[config.mk]
export PLATFORM = sky130hd
export DESIGN_NAME = nexys_starship_repair_sched
export DESIGN_NICKNAME = d
export VERILOG_FILES = /design/src/rtl/nexys_starship_repair_sched.sv
export SDC_FILE = /design/constraint.sdc
export NUM_CORES = 1
export LEC_CHECK = 0
export BUFFER_PORTS_ARGS = -buffer_cell sky130_fd_sc_hd__buf_2
export CORE_UTILIZATION = 60
export CTS_CLUSTER_SIZE = 40
export DETAILED_ROUTE_END_ITERATION = 10
export HOLD_SLACK_MARGIN = 0.06
export PLACE_DENSITY_LB_ADDON = 0.15
export SLEW_MARGIN = 0
export SYNTH_ARGS = -nofsm -noshare
export SYNTH_HDL_FRONTEND = slang
export SYNTH_SLANG_ARGS = --single-unit
[constraint.sdc]
create_clock -name Clk -period 4.6 [get_ports Clk]
set_input_delay 0.46 -clock Clk [delete_from_list [all_inputs] [get_ports Clk]]
set_output_delay 0.46 -clock Clk [all_outputs]
set_load 0.1 [all_outputs]
[src/rtl/nexys_starship_repair_sched.sv]
// nexys_starship_repair_sched
//
// Purpose: shares the single repair input (4 switches committed by a centre
// button pulse) among the four starship rooms. One broken room at a time is
// chosen in round-robin order and given a pseudo-random 4-bit code. A
// matching combo repairs the room. A wrong combo locks the input out for a
// while. Taking too long abandons the room.
//
// Ports:
//   Clk            in   system clock
//   Reset_n        in   synchronous active-low reset
//   play_flag      in   game is in Play
//   game_over      in   game has ended
//   broken[3:0]    in   room broken flags {top, btm, left, right}
//   combo_valid    in   one-cycle pulse, combo committed
//   combo[3:0]     in   switch value
//   active_room    out  one-hot room under repair, 0 when none
//   required_code  out  code the active room expects, 0 when none
//   repair_done    out  one-cycle pulse on the repaired room's bit
//   repair_fail    out  one-cycle pulse on a wrong combo
//   repair_timeout out  one-cycle pulse when the room is abandoned
//   lockout        out  high while wrong-combo lockout is running

module nexys_starship_repair_sched #(
  parameter int         TIMEOUT_CYCLES = 500_000_000,
  parameter int         LOCKOUT_CYCLES = 100_000_000,
  parameter int         CNT_W          = 29,
  parameter logic [3:0] LFSR_SEED      = 4'h1
) (
  input  logic       Clk,
  input  logic       Reset_n,
  input  logic       play_flag,
  input  logic       game_over,
  input  logic [3:0] broken,
  input  logic       combo_valid,
  input  logic [3:0] combo,
  output logic [3:0] active_room,
  output logic [3:0] required_code,
  output logic [3:0] repair_done,
  output logic       repair_fail,
  output logic       repair_timeout,
  output logic       lockout
);

  typedef enum logic [2:0] {
    IDLE,
    SELECT,
    WAIT,
    LOCKOUT,
    DONE
  } state_t;

  localparam logic [CNT_W-1:0] TIMEOUT_LAST = CNT_W'(TIMEOUT_CYCLES - 1);
  localparam logic [CNT_W-1:0] LOCKOUT_LAST = CNT_W'(LOCKOUT_CYCLES - 1);

  state_t           state;
  logic [CNT_W-1:0] cnt;
  logic [1:0]       rr_ptr;
  logic [1:0]       active_idx;
  logic [3:0]       lfsr;

  logic [3:0]       lfsr_next;
  logic             abort;
  logic             active_broken;
  logic             pick_found;
  logic [1:0]       pick_idx;
  logic [1:0]       cand;

  // Taps at bits 3 and 2 give a maximal-length sequence, so a nonzero seed
  // never reaches zero and required_code is never 0.
  assign lfsr_next     = {lfsr[2:0], lfsr[3] ^ lfsr[2]};
  assign abort         = game_over | ~play_flag;
  assign active_broken = broken[active_idx];

  // Round-robin search rr_ptr, rr_ptr-1, ... with wrap. Scanning from the
  // farthest candidate back to rr_ptr lets the nearest set bit win.
  always_comb begin
    pick_found = 1'b0;
    pick_idx   = rr_ptr;
    cand       = rr_ptr;
    for (int k = 3; k >= 0; k--) begin
      cand = rr_ptr - 2'(k);
      if (broken[cand]) begin
        pick_found = 1'b1;
        pick_idx   = cand;
      end
    end
  end

  // Single state machine; every output is a register. Pulses default low and
  // are raised only on the transition that owns them, so they cannot overlap.
  always_ff @(posedge Clk) begin
    if (!Reset_n) begin
      state          <= IDLE;
      cnt            <= '0;
      rr_ptr         <= 2'd3;
      active_idx     <= 2'd0;
      lfsr           <= LFSR_SEED;
      active_room    <= 4'd0;
      required_code  <= 4'd0;
      repair_done    <= 4'd0;
      repair_fail    <= 1'b0;
      repair_timeout <= 1'b0;
      lockout        <= 1'b0;
    end else begin
      repair_done    <= 4'd0;
      repair_fail    <= 1'b0;
      repair_timeout <= 1'b0;

      if (abort) begin
        state         <= IDLE;
        cnt           <= '0;
        active_room   <= 4'd0;
        required_code <= 4'd0;
        lockout       <= 1'b0;
      end else begin
        case (state)
          IDLE: begin
            if (|broken) state <= SELECT;
          end

          SELECT: begin
            if (pick_found) begin
              active_idx    <= pick_idx;
              active_room   <= 4'b0001 << pick_idx;
              lfsr          <= lfsr_next;
              required_code <= lfsr_next;
              cnt           <= '0;
              state         <= WAIT;
            end else begin
              state <= IDLE;
            end
          end

          WAIT: begin
            // A room repaired elsewhere is dropped silently; a committed
            // combo outranks a timeout landing on the same cycle.
            if (!active_broken) begin
              active_room   <= 4'd0;
              required_code <= 4'd0;
              cnt           <= '0;
              state         <= IDLE;
            end else if (combo_valid) begin
              if (combo == required_code) begin
                state <= DONE;
              end else begin
                repair_fail <= 1'b1;
                lockout     <= 1'b1;
                cnt         <= '0;
                state       <= LOCKOUT;
              end
            end else if (cnt == TIMEOUT_LAST) begin
              repair_timeout <= 1'b1;
              rr_ptr         <= active_idx - 2'd1;
              active_room    <= 4'd0;
              required_code  <= 4'd0;
              cnt            <= '0;
              state          <= IDLE;
            end else begin
              cnt <= cnt + 1'b1;
            end
          end

          LOCKOUT: begin
            // combo_valid is deliberately not looked at here.
            if (!active_broken) begin
              active_room   <= 4'd0;
              required_code <= 4'd0;
              lockout       <= 1'b0;
              cnt           <= '0;
              state         <= IDLE;
            end else if (cnt == LOCKOUT_LAST) begin
              lockout <= 1'b0;
              cnt     <= '0;
              state   <= WAIT;
            end else begin
              cnt <= cnt + 1'b1;
            end
          end

          DONE: begin
            repair_done   <= active_room;
            rr_ptr        <= active_idx - 2'd1;
            active_room   <= 4'd0;
            required_code <= 4'd0;
            state         <= IDLE;
          end

          default: begin
            state <= IDLE;
          end
        endcase
      end
    end
  end

endmodule

==> flow_summary.ini, run 1 <==
[critical_path]
reg2reg_depth = 6
cp.arrival_ns = 3.14
endpoint = cnt[26]$_SDFFE_PP0P_
cp.required_ns = 4.85
crit_path_end_kind = register
cp_cell_sequence = nor3b_1 -> a2bb2oi_1 -> or4_4 -> a31oi_4 -> a41oi_1 -> a31oi_1
crit_cells = 6
slowest_stage = a31oi_4
cp-startpoint = state[1]$_SDFFE_PP0P_
crit_type = register to register
r2r_start = state[1]$_SDFFE_PP0P_
reg2reg_to = cnt[26]$_SDFFE_PP0P_
crit_family = compound AO/OA/AOI/OAI gates
path_buf_inv = 0
critPathLaunchType = register
slowest_delay_ns = 0.98
cp_max_fo = 51
r2r_slack_ns = 1.72

[route]
via_per_inst = 6.27
ant_nets = 0
drtIter0Drc = 234
drc = 0
wirelength_mm = 6.11
num_vias = 2565
dr.pass1.iters = 7
wl_per_cell_um = 14.9

[clock_tree]
clock_path_buffers = 2
worstSkewPairLatency_ns = 0.32
cts.sinks = 55
cts_buffers = 5
clk_pin_slew_ns = 0.11
postCtsHoldBufs = 0
post_cts_buffers = 0
cts_root_buffer = clkbuf_8
postCtsResizedCells = 0
htree_levels = 2
cts_tree = yes

[sta]
relSlewSlack = 0.199
worstMarginPinSlew_ns = 1.20
hold_viol_final = 0
worst_hold_slack_ns = 0.393
period_needed_ns = 2.88
timing.final.crit_share = 0.627
rsz0062_at_grt = false
max_freq_ghz = 0.347
skew_ns = 0.00942
final_max_slew_viol_count = 0
tns_ns = 0
setup_viol = 0

[cells_and_area]
final_cell_mix = dfxtp_1, nor2_1, buf_2
layout_commonest_cell = dfxtp_1
fin_nets = 370
final_layout_size_suffix_gt1_frac = 0.126
antenna_cells = 0
fill_cells = 377
final_area_um2 = 3070
stdcell_count = 409
synthToLayoutAreaGrowth_pct = 7.55

[hold_path]
hp-class = input port to register

[die]
row_count = 24
io_pins = 28
die_h_um = 70.9
initial_core_util = 0.637
die_w_um = 70.9
die-area_um2 = 5030
coreArea_um2 = 4470

[global_routing]
antenna_found_initial = 0
grt_pass1_wl_mm = 10.1
grt_max_degree = 52
globalRouteOverflowTotal = 0
grt_pass1_vias = 2171
track_usage = 0.250

[placement]
place.gp.congestion = 0.858
place_inst = 401
place_hpwl_mm = 4.32
placedInstanceArea_um2 = 2970
io_buffers = 27

[synth]
synth_area_leaders = dfxtp_1, a21oi_1, a22o_1
ys_types = 55
avgSynthCellArea_um2 = 8.48
ys_async_sr_fraction = 0
yosysWarningCount = 0
synth_nets = 350
synth_edf_count = 0
postSynthCellCount = 336
ys.flop_type = dfxtp_1
synth_top_area_share = 0.386
seq_area_frac_synth = 0.386
synth_area_um2 = 2850
synth_top_area_cell = dfxtp_1
ys_seq_elements = 55

[pwr]
total_power_uw = 806
sw_frac_of_total = 0.249
p_sw_uw = 201
comb_power_share = 0.052
peakVddDrop_v = 0.000181
cellLeakagePower_nw = 1.20
pwr-share-seq = 0.595
intPower_uw = 605
clkPwrFrac = 0.353
pwr_density_cell_nw_per_um2 = 263

[run]
maxCapViolCount = 0

[outcome]
status = finished clean
[kinds of logic after synthesis]
| family | Yosys count | synth area share |
|---|---|---|
| compound gates | 91 | 0.221 |
| mux | 10 | 0.0399 |
| simple gates | 144 | 0.276 |
| fa+ha+maj | 1 | 0.00439 |
| buf+inv | 26 | 0.0443 |
| flops | 55 | 0.386 |
| xor+xnor | 9 | 0.0277 |
[synth_stat cells (5+ instances only)]
cell type,number
nand4_1,11
a22o_1,14
nand3_1,16
dfxtp_1,55
a31oi_1,12
a21o_1,6
xnor2_1,6
a21oi_1,25
and3_1,8
clkbuf_1,7
and2_1,6
nor3_1,8
nand2_1,24
o21ai_1,7
nor2b_1,7
inv_1,12
o21ai_0,5
nor2_1,28
nand2b_1,10
mux2i_1,8
or3_1,6
[state kept, by name, indices dropped and copies added, names as in the netlist]
register        cells
cnt                29
required_code       4
lfsr                4
state               3
rr_ptr              2
repair_done         4
active_idx          2
repair_fail         1
active_room         4
lockout             1
repair_timeout      1
[layer usage]
metal	vias to the layer above	part of all wire	track usage
met4	0	0.012	0.0778
met3	9	0.051	0.0456
li1	1287	-	-
met5	-	0	0
met1	1199	0.50	0.382
met2	70	0.43	0.354
[cell type report]
cell class                 count  area (um^2)  area share
inverter                      12         45.0      0.0147
tap                           52         65.1      0.0212
timing repair buffer          27          135      0.0441
clock buffer                   5         68.8      0.0224
multi-input combinational    255         1620       0.529
clock inverter                 3         27.5     0.00898
sequential                    55         1100       0.359
[stage by stage]
stage,util,setup slack (ns)
floorplan,-,2.16
global placement,0.664,1.79
detailed placement,0.664,1.68
CTS,0.685,1.78
global route,0.685,1.51
finish,0.685,1.72
[power groups by stage]
stage          registers, mW  logic [mW]  clock network (mW)
4_1_cts                0.480      0.0415               0.288
6_report               0.480      0.0421               0.284
3_5_place_dp           0.491      0.0413                   0
5_1_grt                0.480      0.0461               0.303
2_1_floorplan          0.491      0.0275                   0
3_3_place_gp           0.491      0.0403                   0
[how the worst min path moves through the flow]
stage | start | endpoint | slack (ns) | cells after the start
after global routing | Reset_n | lfsr[0]$_SDFFE_PN1P_ | 0.40 | 2
after global placement | cnt[7]$_SDFFE_PP0P_ | cnt[7]$_SDFFE_PP0P_ | 0.46 | 1
after detailed placement | active_room[3]$_SDFFE_PP0P_ | active_room[3]$_SDFFE_PP0P_ | 0.46 | 1
after CTS | Reset_n | lfsr[0]$_SDFFE_PN1P_ | 0.39 | 2
final | Reset_n | lfsr[0]$_SDFFE_PN1P_ | 0.39 | 2
after floorplan | cnt[7]$_SDFFE_PP0P_ | cnt[7]$_SDFFE_PP0P_ | 0.44 | 1
Note: power is estimated with default switching activity, not from simulation.
==> run 2, diff against run 1 <==
CORE_UTILIZATION = 59   (was 60)
clock period = 2.8 ns   (was 4.6 ns; I/O delays follow)
==> run 2 against run 1 <==
- global-route usage increased by 1.9 points
- final area is 3.2% higher
- non-clock buffer count up 6
- register-to-register slack worse by 1.3 ns
- clock skew decreased by 0.00092 ns
- sequential cell count stayed put
- final cell count increased by 1.5%
- critical endpoint is now cnt[28]$_SDFFE_PP0P_
- largest power group unchanged
==> flow_summary.ini, run 2 (synthesis gave the netlist of run 1 again) <==
[cells_and_area]
layout_commonest_cell = dfxtp_1
top_register = cnt
final_cell_mix = dfxtp_1, nor2_1, buf_2
final_area_um2 = 3160
largest_reg_flops = 29
synthToLayoutAreaGrowth_pct = 11.0
antenna_cells = 0
utilization = 0.702
fill_cells = 366
final_layout_size_suffix_gt1_frac = 0.140
fin_nets = 376

[clock_tree]
clk_pin_slew_ns = 0.10
clock_path_buffers = 2
htree_levels = 2
cts_buffers = 5
postCtsHoldBufs = 0
cts_root_buffer = clkbuf_8
post_cts_buffers = 0
cts_tree = yes
cts.sinks = 55
postCtsResizedCells = 0
worstSkewPairLatency_ns = 0.31

[critical_path]
cp_max_fo = 51
cp.arrival_ns = 2.60
r2r_slack_ns = 0.41
r2r_start = cnt[10]$_SDFFE_PP0P_
crit_type = register to register
reg2reg_depth = 7
crit_path_end_kind = register
critPathLaunchType = register
cp.required_ns = 3.01
reg2reg_to = cnt[28]$_SDFFE_PP0P_

[placement]
place_hpwl_mm = 4.61
placedInstanceArea_um2 = 3030
io_buffers = 27
place.gp.congestion = 0.941

[hold_path]
hp-class = input port to register
whs_path_depth = 2
min_to = lfsr[0]$_SDFFE_PN1P_
min_from = Reset_n

[run]
maxCapViolCount = 0

[global_routing]
antenna_found_initial = 0
grt_max_degree = 52
grt_pass1_vias = 2360
globalRouteOverflowTotal = 0
grt_pass1_wl_mm = 10.9
track_usage = 0.268

[sta]
skew_ns = 0.00850
timing.final.crit_share = 0.853
worstMarginPinSlew_ns = 1.02
final_max_slew_viol_count = 0
relSlewSlack = 0.319
tns_ns = 0
hold_viol_final = 0
rsz0062_at_grt = false
setup_viol = 0
period_needed_ns = 2.39
worst_hold_slack_ns = 0.224
max_freq_ghz = 0.418

[die]
die_h_um = 71.5
initial_core_util = 0.633
die-area_um2 = 5110
row_count = 24
coreArea_um2 = 4500
die_w_um = 71.5
io_pins = 28

[route]
wl_per_cell_um = 15.8
num_vias = 2637
wirelength_mm = 6.55
drc = 0
dr.pass1.iters = 4
via_per_inst = 6.35
ant_nets = 0
drtIter0Drc = 190

[pwr]
cellLeakagePower_nw = 1.25
peakVddDrop_v = 0.000277
pwr_density_cell_nw_per_um2 = 469
total_power_mw = 1.48

[outcome]
status = finished clean
run 2: changes by cell type in the layout (fill, tap and decap cells not counted):
cell / previous run / this run
bufinv_16: 0 / 2
buf_4: 0 / 5
inv_8: 1 / 0
clkinv_4: 1 / 0
buf_12: 0 / 1
run 2: layout make-up:
cell class	instances	area (um^2)	share of cell area
clock inverter	3	67.6	0.0214
clock buffer	5	68.8	0.0218
multi-input combinational	255	1620	0.513
tap	52	65.1	0.0206
inverter	12	45.0	0.0142
sequential	55	1100	0.348
timing repair buffer	33	193	0.0609
run 2: power by group:
group          switching [mW]  internal, mW
Combinational          0.0444        0.0271
Sequential            0.00401         0.784
Clock                   0.266         0.356
Total                   0.315          1.17
run 2: stage by stage:
step	cells	worst slack, ns
final	415	0.410
after global routing	415	0.240
after CTS	415	0.423
after detailed placement	407	0.407
after global placement	407	0.509
after floorplan	336	0.361
run 2: worst max path at each step:
stage | from | end | slack, ns | depth (start not counted)
final | cnt[10]$_SDFFE_PP0P_ | cnt[28]$_SDFFE_PP0P_ | 0.41 | 7
after global routing | cnt[10]$_SDFFE_PP0P_ | rr_ptr[1]$_SDFFE_PN1P_ | 0.24 | 6
after CTS | cnt[10]$_SDFFE_PP0P_ | cnt[28]$_SDFFE_PP0P_ | 0.42 | 7
after detailed placement | cnt[10]$_SDFFE_PP0P_ | cnt[19]$_SDFFE_PP0P_ | 0.41 | 7
after global placement | cnt[10]$_SDFFE_PP0P_ | cnt[28]$_SDFFE_PP0P_ | 0.51 | 7
after floorplan | required_code[0]$_SDFFE_PP0P_ | cnt[23]$_SDFFE_PP0P_ | 0.36 | 8
run 2: per-layer routing:
metal | routed length [um] | vias up | GRT usage
li1 | - | 1301 | -
met1 | 3120 | 1236 | 0.384
met2 | 2950 | 92 | 0.412
met3 | 393 | 8 | 0.0408
met4 | 82 | 0 | 0.100
met5 | 0 | - | 0
run 2: worst max-delay path, cell delays in order, from the launching register on:
cell and delay [ns]:
dfxtp_1 0.52, nand4b_1 0.16, nor4_1 0.61, or4_4 0.27, a31oi_4 0.10, buf_12 0.19, and3_1 0.18, a221o_1 0.25
==> run 3, diff against run 2 <==
BUFFER_PORTS_ARGS = default   (was -buffer_cell sky130_fd_sc_hd__buf_2)
CORE_UTILIZATION = 25   (was 59)
DONT_BUFFER_PORTS = 1   (was default)
==> run 3 against run 2 <==
- clock-buffer cell count grew 1
- via count shrank 8.0%
- global-route usage shrank 14 points
- clock skew is 0.0028 ns lower
- maximum frequency decreased by 3.9%
- first-iteration DRC count down 21%
- sequential power barely moved
- register-to-register slack got worse by 0.097 ns
- final cell count is 17% higher
- critical endpoint is now cnt[7]$_SDFFE_PP0P_
==> flow_summary.ini, run 3 (synthesis gave the netlist of run 1 again) <==
[outcome]
status = finished clean

[clock_tree]
clk_pin_slew_ns = 0.07
postCtsResizedCells = 0
cts_buffers = 5
post_cts_buffers = 0
worstSkewPairLatency_ns = 0.30
clock_path_buffers = 2
cts_root_buffer = clkbuf_16
htree_levels = 2
cts_tree = yes
cts.sinks = 55
postCtsHoldBufs = 1

[cells_and_area]
layout_commonest_cell = dfxtp_1
stdcell_count = 484
final_cell_mix = dfxtp_1, nor2_1, a21oi_1
synthToLayoutAreaGrowth_pct = 12.6
top_register = cnt
utilization = 0.292
antenna_cells = 0
final_layout_size_suffix_gt1_frac = 0.0872
largest_reg_flops = 29
fin_nets = 357
fill_cells = 1171

[route]
via_per_inst = 5.01
num_vias = 2425
wl_per_cell_um = 14.6
dr.pass1.iters = 4
ant_nets = 0
drtIter0Drc = 150
wirelength_mm = 7.05
drc = 0

[sta]
hold_viol_final = 0
worstMarginPinSlew_ns = 1.01
final_max_slew_viol_count = 0
max_freq_ghz = 0.402
relSlewSlack = 0.329
skew_ns = 0.00568
rsz0062_at_grt = false
timing.final.crit_share = 0.888
setup_viol = 0
period_needed_ns = 2.49
tns_ns = 0

[critical_path]
crit_type = register to register
cp.arrival_ns = 2.71
cp.required_ns = 3.02
critPathLaunchType = register
crit_path_end_kind = register
cp_max_fo = 21

[placement]
place_hpwl_mm = 5.14
place_inst = 475
place.gp.congestion = 0.797
io_buffers = 0

[global_routing]
antenna_found_initial = 0
grt_pass1_wl_mm = 11.6
globalRouteOverflowTotal = 0
grt_max_degree = 22
grt_pass1_vias = 2311
track_usage = 0.127

[pwr]
pwr_density_cell_nw_per_um2 = 462
clkPwrFrac = 0.432
cellLeakagePower_nw = 1.17
pwr-share-seq = 0.532
peakVddDrop_v = 0.000223
comb_power_share = 0.036
sw_frac_of_total = 0.230
intPower_mw = 1.14
p_sw_uw = 342

[run]
maxCapViolCount = 0

[hold_path]
hp-class = input port to register

[die]
die_w_um = 109
initial_core_util = 0.260
coreArea_um2 = 11000
die-area_um2 = 11800
io_pins = 28
row_count = 38
die_h_um = 109
==> run 3: cell count changes in the layout (fill, tap and decap cells not counted) <==
cell	delta
buf_2	-27
buf_4	+7
bufinv_16	-2
clkbuf_1	+1
clkbuf_16	+5
clkbuf_8	-5
dlygate4sd3_1	+1
inv_6	+1
==> run 3: layout make-up <==
type | instances | area, um^2 | area share
Clock buffer | 6 | 129 | 0.0402
Clock inverter | 2 | 16.3 | 0.00507
Inverter | 12 | 45.0 | 0.0140
Multi-Input combinational cell | 255 | 1620 | 0.506
Sequential cell | 55 | 1100 | 0.343
Tap cell | 140 | 175 | 0.0546
Timing Repair Buffer | 14 | 120 | 0.0374
==> run 3: critical path, cell delays in order (launching register included) <==
cell	delay, ns
dfxtp_1	0.43
nor3b_1	0.20
a2bb2oi_1	0.17
or4_4	0.53
a31oi_4	0.55
buf_4	0.28
o21ai_1	0.08
a31oi_1	0.15
==> run 3: worst paths after layout <==
path / startpoint / endpoint / slack, ns / cells past startpoint
setup reg to reg: state[1]$_SDFFE_PP0P_ / cnt[7]$_SDFFE_PP0P_ / 0.31 / 7
hold reg to reg: cnt[7]$_SDFFE_PP0P_ / cnt[7]$_SDFFE_PP0P_ / 0.47 / 1
setup / recovery: state[1]$_SDFFE_PP0P_ / cnt[7]$_SDFFE_PP0P_ / 0.31 / 7
hold / removal: Reset_n / lfsr[1]$_SDFFE_PN0P_ / 0.11 / 1
==> run 3: power by group through the flow <==
stage	logic, mW	clock network, mW	registers [mW]
floorplan	0.0452	0	0.807
CTS	0.0536	0.666	0.789
detailed placement	0.0521	0	0.808
global placement	0.0525	0	0.808
global route	0.0598	0.691	0.789
finish	0.0530	0.642	0.789
==> run 3: per-stage QoR <==
stage / area, um^2 / power (mW) / hold slack (ns) / worst slack, ns
floorplan: 2850 / 0.852 / 0.439 / 0.361
global placement: 3050 / 0.860 / 0.344 / 0.359
detailed placement: 3050 / 0.860 / 0.348 / 0.343
CTS: 3210 / 1.51 / 0.0981 / 0.313
global route: 3210 / 1.54 / 0.100 / 0.0937
finish: 3210 / 1.48 / 0.109 / 0.314
==> run 3: routing by layer <==
layer  GRT usage  up-vias  share of wire  routed length [um]
met4      0.0434        0          0.015                 104
met1       0.181     1128           0.52                3680
met3      0.0209        7          0.031                 221
met2       0.191       33           0.43                3040
met5           0        -              0                   0
li1            -     1257              -                   -
